[config.mk]
export PLATFORM = sky130hd
export DESIGN_NAME = picorv32_mem_arbiter
export DESIGN_NICKNAME = d
export VERILOG_FILES = /design/src/rtl/picorv32_mem_arbiter.sv
export SDC_FILE = /design/constraint.sdc
export NUM_CORES = 1
export LEC_CHECK = 0
export BUFFER_PORTS_ARGS = -buffer_cell sky130_fd_sc_hd__buf_4
export CORE_AREA = 5 5 121 123
export CTS_BUF_LIST = sky130_fd_sc_hd__clkbuf_8
export CTS_CLUSTER_SIZE = 30
export DETAILED_ROUTE_END_ITERATION = 10
export DIE_AREA = 0 0 126 128
export PLACE_DENSITY = 0.81
export SYNTH_ARGS = -nofsm -noshare
export SYNTH_HDL_FRONTEND = slang
export SYNTH_SLANG_ARGS = --single-unit
[constraint.sdc]
create_clock -name clk -period 1.6 [get_ports clk]
set_input_delay 0.24 -clock clk [delete_from_list [all_inputs] [get_ports clk]]
set_output_delay 0.24 -clock clk [all_outputs]
set_load 0.005 [all_outputs]
[src/rtl/picorv32_mem_arbiter.sv]
`default_nettype none
// ============================================================================
// Module  : picorv32_mem_arbiter
// Brief   : Round-robin arbiter sharing one single-port synchronous SRAM
//           between two PicoRV32-native memory requesters.
// Revision: 1.0
// ============================================================================
module picorv32_mem_arbiter #(
  parameter int unsigned ADDR_W      = 32,
  parameter int unsigned DEPTH_WORDS = 1024,
  parameter int unsigned WAIT_STATES = 0,
  parameter logic [31:0] OOB_DATA    = 32'hDEADBEEF
) (
  input  logic              clk,
  input  logic              resetn,

  input  logic              m0_valid,
  output logic              m0_ready,
  input  logic [ADDR_W-1:0] m0_addr,
  input  logic [31:0]       m0_wdata,
  input  logic [3:0]        m0_wstrb,
  output logic [31:0]       m0_rdata,

  input  logic              m1_valid,
  output logic              m1_ready,
  input  logic [ADDR_W-1:0] m1_addr,
  input  logic [31:0]       m1_wdata,
  input  logic [3:0]        m1_wstrb,
  output logic [31:0]       m1_rdata,

  output logic              sram_en,
  output logic [3:0]        sram_we,
  output logic [ADDR_W-3:0] sram_addr,
  output logic [31:0]       sram_wdata,
  input  logic [31:0]       sram_rdata,

  output logic [1:0]        grant,
  output logic              oob_err
);

  typedef enum logic [2:0] {
    S_IDLE   = 3'd0,
    S_ACCESS = 3'd1,
    S_WAIT   = 3'd2,
    S_LATCH  = 3'd3,
    S_RESP   = 3'd4
  } state_t;

  // Byte-address limit; (addr>>2) >= DEPTH_WORDS is the same as addr >= 4*DEPTH_WORDS.
  localparam logic [ADDR_W:0] OOB_BASE  = (ADDR_W+1)'(DEPTH_WORDS) << 2;
  localparam logic [3:0]      WAIT_INIT = 4'(WAIT_STATES);

  state_t            state_q, state_d;
  logic              owner_q, owner_d;
  logic              last_owner_q, last_owner_d;
  logic [3:0]        wait_cnt_q, wait_cnt_d;
  logic [ADDR_W-3:0] word_q, word_d;
  logic [31:0]       wdata_q, wdata_d;
  logic [3:0]        wstrb_q, wstrb_d;
  logic              oob_q, oob_d;
  logic [31:0]       m0_rdata_q, m0_rdata_d;
  logic [31:0]       m1_rdata_q, m1_rdata_d;

  logic              win;
  logic [ADDR_W-1:0] sel_addr;
  logic [31:0]       sel_wdata;
  logic [3:0]        sel_wstrb;
  logic [31:0]       rd_val;

  always_ff @(posedge clk or negedge resetn) begin
    if (!resetn) begin
      state_q      <= S_IDLE;
      owner_q      <= 1'b0;
      last_owner_q <= 1'b1;
      wait_cnt_q   <= 4'd0;
      word_q       <= '0;
      wdata_q      <= 32'd0;
      wstrb_q      <= 4'd0;
      oob_q        <= 1'b0;
      m0_rdata_q   <= 32'd0;
      m1_rdata_q   <= 32'd0;
    end else begin
      state_q      <= state_d;
      owner_q      <= owner_d;
      last_owner_q <= last_owner_d;
      wait_cnt_q   <= wait_cnt_d;
      word_q       <= word_d;
      wdata_q      <= wdata_d;
      wstrb_q      <= wstrb_d;
      oob_q        <= oob_d;
      m0_rdata_q   <= m0_rdata_d;
      m1_rdata_q   <= m1_rdata_d;
    end
  end

  always_comb begin
    state_d      = state_q;
    owner_d      = owner_q;
    last_owner_d = last_owner_q;
    wait_cnt_d   = wait_cnt_q;
    word_d       = word_q;
    wdata_d      = wdata_q;
    wstrb_d      = wstrb_q;
    oob_d        = oob_q;
    m0_rdata_d   = m0_rdata_q;
    m1_rdata_d   = m1_rdata_q;

    // On a tie the port that did not own the previous transaction wins.
    win       = (m0_valid && m1_valid) ? ~last_owner_q : m1_valid;
    sel_addr  = win ? m1_addr  : m0_addr;
    sel_wdata = win ? m1_wdata : m0_wdata;
    sel_wstrb = win ? m1_wstrb : m0_wstrb;
    rd_val    = oob_q ? OOB_DATA : sram_rdata;

    case (state_q)
      S_IDLE: begin
        if (m0_valid || m1_valid) begin
          owner_d = win;
          word_d  = sel_addr[ADDR_W-1:2];
          wdata_d = sel_wdata;
          wstrb_d = sel_wstrb;
          oob_d   = ({1'b0, sel_addr} >= OOB_BASE);
          state_d = S_ACCESS;
        end
      end
      S_ACCESS: begin
        wait_cnt_d = WAIT_INIT;
        state_d    = (WAIT_INIT != 4'd0) ? S_WAIT : S_LATCH;
      end
      S_WAIT: begin
        wait_cnt_d = wait_cnt_q - 4'd1;
        if (wait_cnt_q == 4'd1) begin
          state_d = S_LATCH;
        end
      end
      S_LATCH: begin
        if (wstrb_q == 4'd0) begin
          if (owner_q) begin
            m1_rdata_d = rd_val;
          end else begin
            m0_rdata_d = rd_val;
          end
        end
        state_d = S_RESP;
      end
      S_RESP: begin
        last_owner_d = owner_q;
        state_d      = S_IDLE;
      end
      default: begin
        state_d = S_IDLE;
      end
    endcase
  end

  assign sram_en    = (state_q == S_ACCESS) && !oob_q;
  assign sram_we    = sram_en ? wstrb_q : 4'd0;
  assign sram_addr  = word_q;
  assign sram_wdata = wdata_q;
  assign grant      = (state_q == S_IDLE) ? 2'b00 : (owner_q ? 2'b10 : 2'b01);
  assign m0_ready   = (state_q == S_RESP) && !owner_q;
  assign m1_ready   = (state_q == S_RESP) && owner_q;
  assign oob_err    = (state_q == S_RESP) && oob_q;
  assign m0_rdata   = m0_rdata_q;
  assign m1_rdata   = m1_rdata_q;

endmodule
`default_nettype wire

==> results of run 1 <==
-- cell usage in the layout (no fill, tap or decap), types with 3 or more instances in the layout --
cell	netlist	routed
dfrtp_1	139	138
clkinv_2	0	5
o21ai_0	30	10
mux2_4	0	15
buf_8	0	10
nor2_4	0	75
clkbuf_16	0	6
o21ai_2	0	18
a21oi_1	95	10
buf_12	0	20
buf_16	0	11
nand2_2	0	12
nor2_1	124	30
clkbuf_8	0	17
nand4_1	3	3
nand2_1	27	3
o21ai_1	5	6
inv_1	5	6
a21oi_2	0	85
nor4_1	6	6
nor3_1	8	8
nor2b_1	10	9
buf_6	0	20
clkinv_4	0	4
mux2i_1	66	66
nand2_4	0	12
and2_4	0	3
buf_4	11	329
nor2_2	0	19
-- registers in the layout (all words and copies together) (netlist names) --
name / flops
sram_addr: 30
oob_q: 1
m0_rdata: 32
state_q: 3
owner_q: 1
last_owner_q: 1
wstrb_q: 4
sram_wdata: 32
wait_cnt_q: 4
m1_rdata: 32
-- power groups by stage --
stage,clock network (mW),registers (mW),logic (mW)
2_1_floorplan,0,5.89,2.64
3_3_place_gp,0,5.84,6.16
3_5_place_dp,0,5.90,6.35
4_1_cts,2.67,5.88,7.80
5_1_grt,2.89,6.66,11.0
6_report,2.70,6.52,10.5
-- cell families after synthesis --
| group | Yosys count | synth area share (%) |
|---|---|---|
| flip-flops | 140 | 57.0 |
| AO/OA/AOI/OAI | 135 | 11.2 |
| multiplexers | 82 | 13.7 |
| XOR/XNOR | 1 | 0.143 |
| AND/OR/NAND/NOR | 191 | 13.5 |
| adder cells (fa/ha/maj) | 2 | 0.407 |
| buffers and inverters | 46 | 3.99 |
-- worst paths after layout --
check                            endpoint  slack, ns  cells after the start
max                        sram_wdata[14]      -0.27                      9
min                          m0_rdata[28]       0.09                      3
max reg2reg                sram_wdata[14]      -0.27                      9
min reg2reg                   m0_rdata[9]       0.49                      2
max in group asynchronous  sram_wdata[18]       0.76                      3
min in group asynchronous    m0_rdata[22]       0.27                      2
-- routing by layer --
| metal | vias up | wire [um] | GRT usage [%] |
|---|---|---|---|
| met2 | 417 | 14600 | 48.0 |
| li1 | 2812 | - | - |
| met3 | 102 | 2220 | 7.50 |
| met5 | - | 0 | 0 |
| met1 | 3297 | 9700 | 32.3 |
| met4 | 0 | 1420 | 10.9 |
-- area by class of cell --
type | instances | area (um2)
well taps | 180 | 225
flip-flops and latches | 140 | 3510
multi-input cells | 412 | 3650
inverters | 5 | 18.8
clock buffers | 17 | 234
clock inverters | 15 | 126
repair buffers | 397 | 3710
fillers | 669 | 2090
-- metrics by stage --
step           instances  hold slack, ns  power (mW)  TNS (ns)
2_1_floorplan        597         -0.0556        8.52         0
3_3_place_gp        1082           0.163        12.0     -6.61
3_5_place_dp        1082           0.160        12.2     -9.14
4_1_cts             1152          0.0591        16.4    -12.89
5_1_grt             1166          0.0714        20.6    -29.61
6_report            1166          0.0896        19.7    -21.23
-- repair_timing --
action / 4_1_cts / 5_1_grt
pin swaps: 7 / 24
endpoints found under the hold margin: 45 / 0
setup buffers: 21 / 11
resized for setup: 84 / 348
cloned: 16 / 11
hold buffers: 1 / 0
setup endpoints to repair: 112 / 141
-- critical path: cells and delay by family, from the launching register on --
kind	cells	cell delay, ns
buffers and inverters	5	0.73
DFF	1	0.44
AOI/OAI and AO/OA	1	0.20
and+or+nand+nor	3	0.40
==> impl_metrics.toml, run 1 <==
[logic_synthesis]
yosys_warnings = 0
ys_types = 35
syn_nets = 771
async_flop_share_pct = 100
synth_commonest_cells = "dfrtp_1, nor2_1, a21oi_1"
yosysTopAreaCell = "dfrtp_1"
yosysSeqAreaShare_pct = 57.0
synth_area_leaders = "dfrtp_1, mux2i_1, a21oi_1"
netlist_area_um2 = 6140
yosysMostFrequentCell = "dfrtp_1"
ys_seq_elements = 140
synthCells = 597
synthFlopType = "dfrtp_1"
synth_top_area_share_pct = 56.6
avgSynthCellArea_um2 = 10.3
synth_edf_count = 0

[global_routing]
grt_usage_pct = 27.5
grt_max_degree = 42
overflow = 0
antenna_found_initial = 0
grt_pass1_vias = 6316
grt_pass1_wl_um = 34400

[die]
top_level_ports = 308
rows = 43
die_area_um2 = 16100
core_region_area_um2 = 13600
start_util_pct = 45.3
die_width_um = 126
die_y_um = 128

[clocking]
cts_root_buf = "clkbuf_8"
clkLatencyLatePin_ns = 0.44
cts_max_level = 4
cts_buffer_depth = 2
clock_sinks = 140
cts_inserted_buffers = 17
path_clk_slew_ns = 0.09
cts_tree = "done"

[timing]
slew_viol_final = 0
max_slew.worst_pin.slew_ns = 0.504
min_period_over_period_pct = 117
hold_viol_final = 0
fin_crit_ns = 1.87
fmax_mhz = 534
slew_headroom_pct = 66.2
fin_ws_ns = -0.272
rsz0062_at_grt = "true"
fin_worst_skew_ns = 0.0174
setup_viol = 142

[power]
power_density_nw_per_um2 = 1720
p_clk_share_pct = 13.7
ir_worst_vdd_v = 0.000915
p_leak_nw = 5.13
p_sw_mw = 7.73
intPower_mw = 12.0
switching_share_pct = 39.2
p_seq_share_pct = 33.1
combPwrFrac_pct = 53.2

[placed_design]
numPortBuffers = 303
hpwl_um = 14500
place_area_um2 = 8910
gp_congestion = 0.882
dp_slack_ns = -0.186

[layout]
diodes = 0
layout-drive-gt1-share_pct = 68.9
syn2layout_area_growth_pct = 86.6
stdcell_area_um2 = 11500
final_net_count = 1147
utilization_pct = 84.6

[worst_setup_path]
critPathKind = "reg2reg"
path_cells = "buf_6, nor3_4, buf_4, nor2b_4, buf_12, buf_12, buf_16, nor2_4, a21oi_2"
slowest_stage = "dfrtp_1"
crit_path_max_incr_delay_ns = 0.44
crit_path_max_fanout = 5
cp.required_ns = 1.94
arrival_ns = 2.21
cpMostUsedCell = "buf_12"
cp-startpoint = "state_q[1]"
r2r_start = "state_q[1]"
start_kind = "flip-flop"
cp-end-kind = "flip-flop"

[drt]
ant_nets = 0
drc = 0
dr.pass1.iters = 4
vias = 6628
wire_per_inst_um = 23.9
routed_via_density = 5.68
drt_iter0_markers = 457
wirelength_um = 27900

[run_status]
violations = "negative setup slack"
outcome = "finished with violations"

[worst_hold_path]
hold_start = "sram_rdata[28]"
hold_path_class = "in2reg"

[job]
maxCapViolations = 0
No activity file was read; power rests on OpenSTA's default activity.
==> run 2: changes to the inputs <==
==> constraint.sdc (replaced) <==
create_clock -name clk -period 1.91 [get_ports clk]
set_input_delay 0.2865 -clock clk [delete_from_list [all_inputs] [get_ports clk]]
set_output_delay 0.2865 -clock clk [all_outputs]
set_load 0.005 [all_outputs]
==> run 2 against run 1 <==
  * The run now ends clean
  * Critical path type is now reg2out
  * Cell count down 5.2%
  * Non-clock buffer count down 60
  * Critical path depth down 6
==> impl_metrics.toml, run 2 (synthesis results as in run 1) <==
[run_status]
outcome = "finished, final reports clean"

[worst_setup_path]
path_cells = "nor4_4, and2_4, buf_6"
path_depth = 3
cp.buffers_inverters = 1
cp.required_ns = 1.62
rr_worst_depth = 8
crit_path_max_incr_delay_ns = 0.48
crit_path_max_fanout = 6
start_kind = "flip-flop"
arrival_ns = 1.62
critPathKind = "reg2out"
crit_family = "simple AND/OR/NAND/NOR gates"
slowest_stage = "dfrtp_2"
cp-end-kind = "output pin"

[clocking]
cts_buffer_depth = 2
cts_max_level = 4
cts_root_buf = "clkbuf_8"
path_clk_slew_ns = 0.08
clock_sinks = 140
cts_inserted_buffers = 17
clkLatencyLatePin_ns = 0.44
cts_tree = "done"

[drt]
ant_nets = 0
drc = 0
wire_per_inst_um = 16.8
routed_via_density = 5.05
wirelength_um = 18600
dr.pass1.iters = 4
drt_iter0_markers = 248
vias = 5578

[layout]
utilization_pct = 68.6
final_net_count = 1086
layout-drive-gt1-share_pct = 42.2
final_common_cell = "buf_4"
diodes = 0
final_cell_mix = "buf_4, dfrtp_1, nor2_1, a21oi_1, mux2i_1"
stdcell_area_um2 = 9300
syn2layout_area_growth_pct = 51.3

[die]
top_level_ports = 308
die_area_um2 = 16100
die_width_um = 126
die_y_um = 128
rows = 43
start_util_pct = 45.3
core_region_area_um2 = 13600

[timing]
fin_ws_ns = 0.00659
fin_worst_skew_ns = 0.00912
fin_crit_ns = 1.90
max_slew.worst_pin.slew_ns = 0.379
fmax_mhz = 525
hold_viol_final = 0
slew_headroom_pct = 74.0
slew_viol_final = 0
min_period_over_period_pct = 99.7
setup_viol = 0
rsz0062_at_grt = "true"

[placed_design]
numPortBuffers = 303
place_area_um2 = 8760
hpwl_um = 14200
gp_congestion = 0.833
dp_slack_ns = 0.140

[global_routing]
grt_pass1_wl_um = 28500
grt_max_degree = 57
antenna_found_initial = 0
overflow = 0
grt_usage_pct = 22.5
grt_pass1_vias = 5579

[power]
power_mw = 12.7
power_density_nw_per_um2 = 1370
p_leak_nw = 4.47
ir_worst_vdd_v = 0.000603

[worst_hold_path]
hold_path_class = "in2reg"
worstHoldPathCells = 3

[job]
maxCapViolations = 0
run 2: layout make-up:
class,instances,area (um2)
fillers,1061,4260
flip-flops and latches,140,3510
repair buffers,337,2670
multi-input cells,411,2440
clock buffers,18,248
well taps,180,225
clock inverters,14,193
inverters,5,18.8
run 2: layer usage:
layer / wire length, um / part of all wire [%] / GRT usage (%)
met3: 1780 / 9.6 / 8.83
met5: 0 / 0 / 0
met4: 573 / 3.1 / 10.1
met2: 9150 / 49 / 36.9
met1: 7060 / 38 / 26.4
run 2: stage by stage:
stage / cells / hold WS [ns] / setup TNS (ns)
CTS: 1101 / 0.0900 / -0.00838
global placement: 1066 / 0.220 / 0
floorplan: 597 / -0.00909 / 0
detailed placement: 1066 / 0.222 / 0
global route: 1105 / 0.0895 / -1.09
finish: 1105 / 0.117 / 0
run 2: power by group:
part / total, mW / leakage (nW) / switching, mW / internal (mW)
logic: 5.16 / 2.72 / 2.35 / 2.81
clock network: 2.64 / 0.215 / 1.18 / 1.46
registers: 4.94 / 1.53 / 0.763 / 4.18
total: 12.7 / 4.47 / 4.29 / 8.45
run 2: final timing paths:
check,slack [ns],endpoint,startpoint
setup / recovery,0.007,sram_we[2],state_q[1]
hold / removal,0.12,m1_rdata[27],sram_rdata[27]
setup reg to reg,0.05,sram_wdata[8],state_q[0]
hold reg to reg,0.49,m0_rdata[27],m0_rdata[27]
max in group asynchronous,0.95,m1_rdata[23],resetn
min in group asynchronous,0.33,m0_rdata[29],resetn
run 2: repair_timing:
item | in CTS | in global routing
setup buffers | 2 | 4
gates resized for setup | 6 | 8
hold buffers | 1 | 0
setup endpoints to repair | 6 | 7
endpoints found under the hold margin | 34 | 0
pin swaps | 1 | 4
run 2: worst min-delay path, delay by kind of cell:
| kind | cells | cell delay [ns] |
|---|---|---|
| AO/OA/AOI/OAI | 1 | 0.12 |
| buffers and inverters | 1 | 0.08 |
| AND/OR/NAND/NOR | 1 | 0.03 |
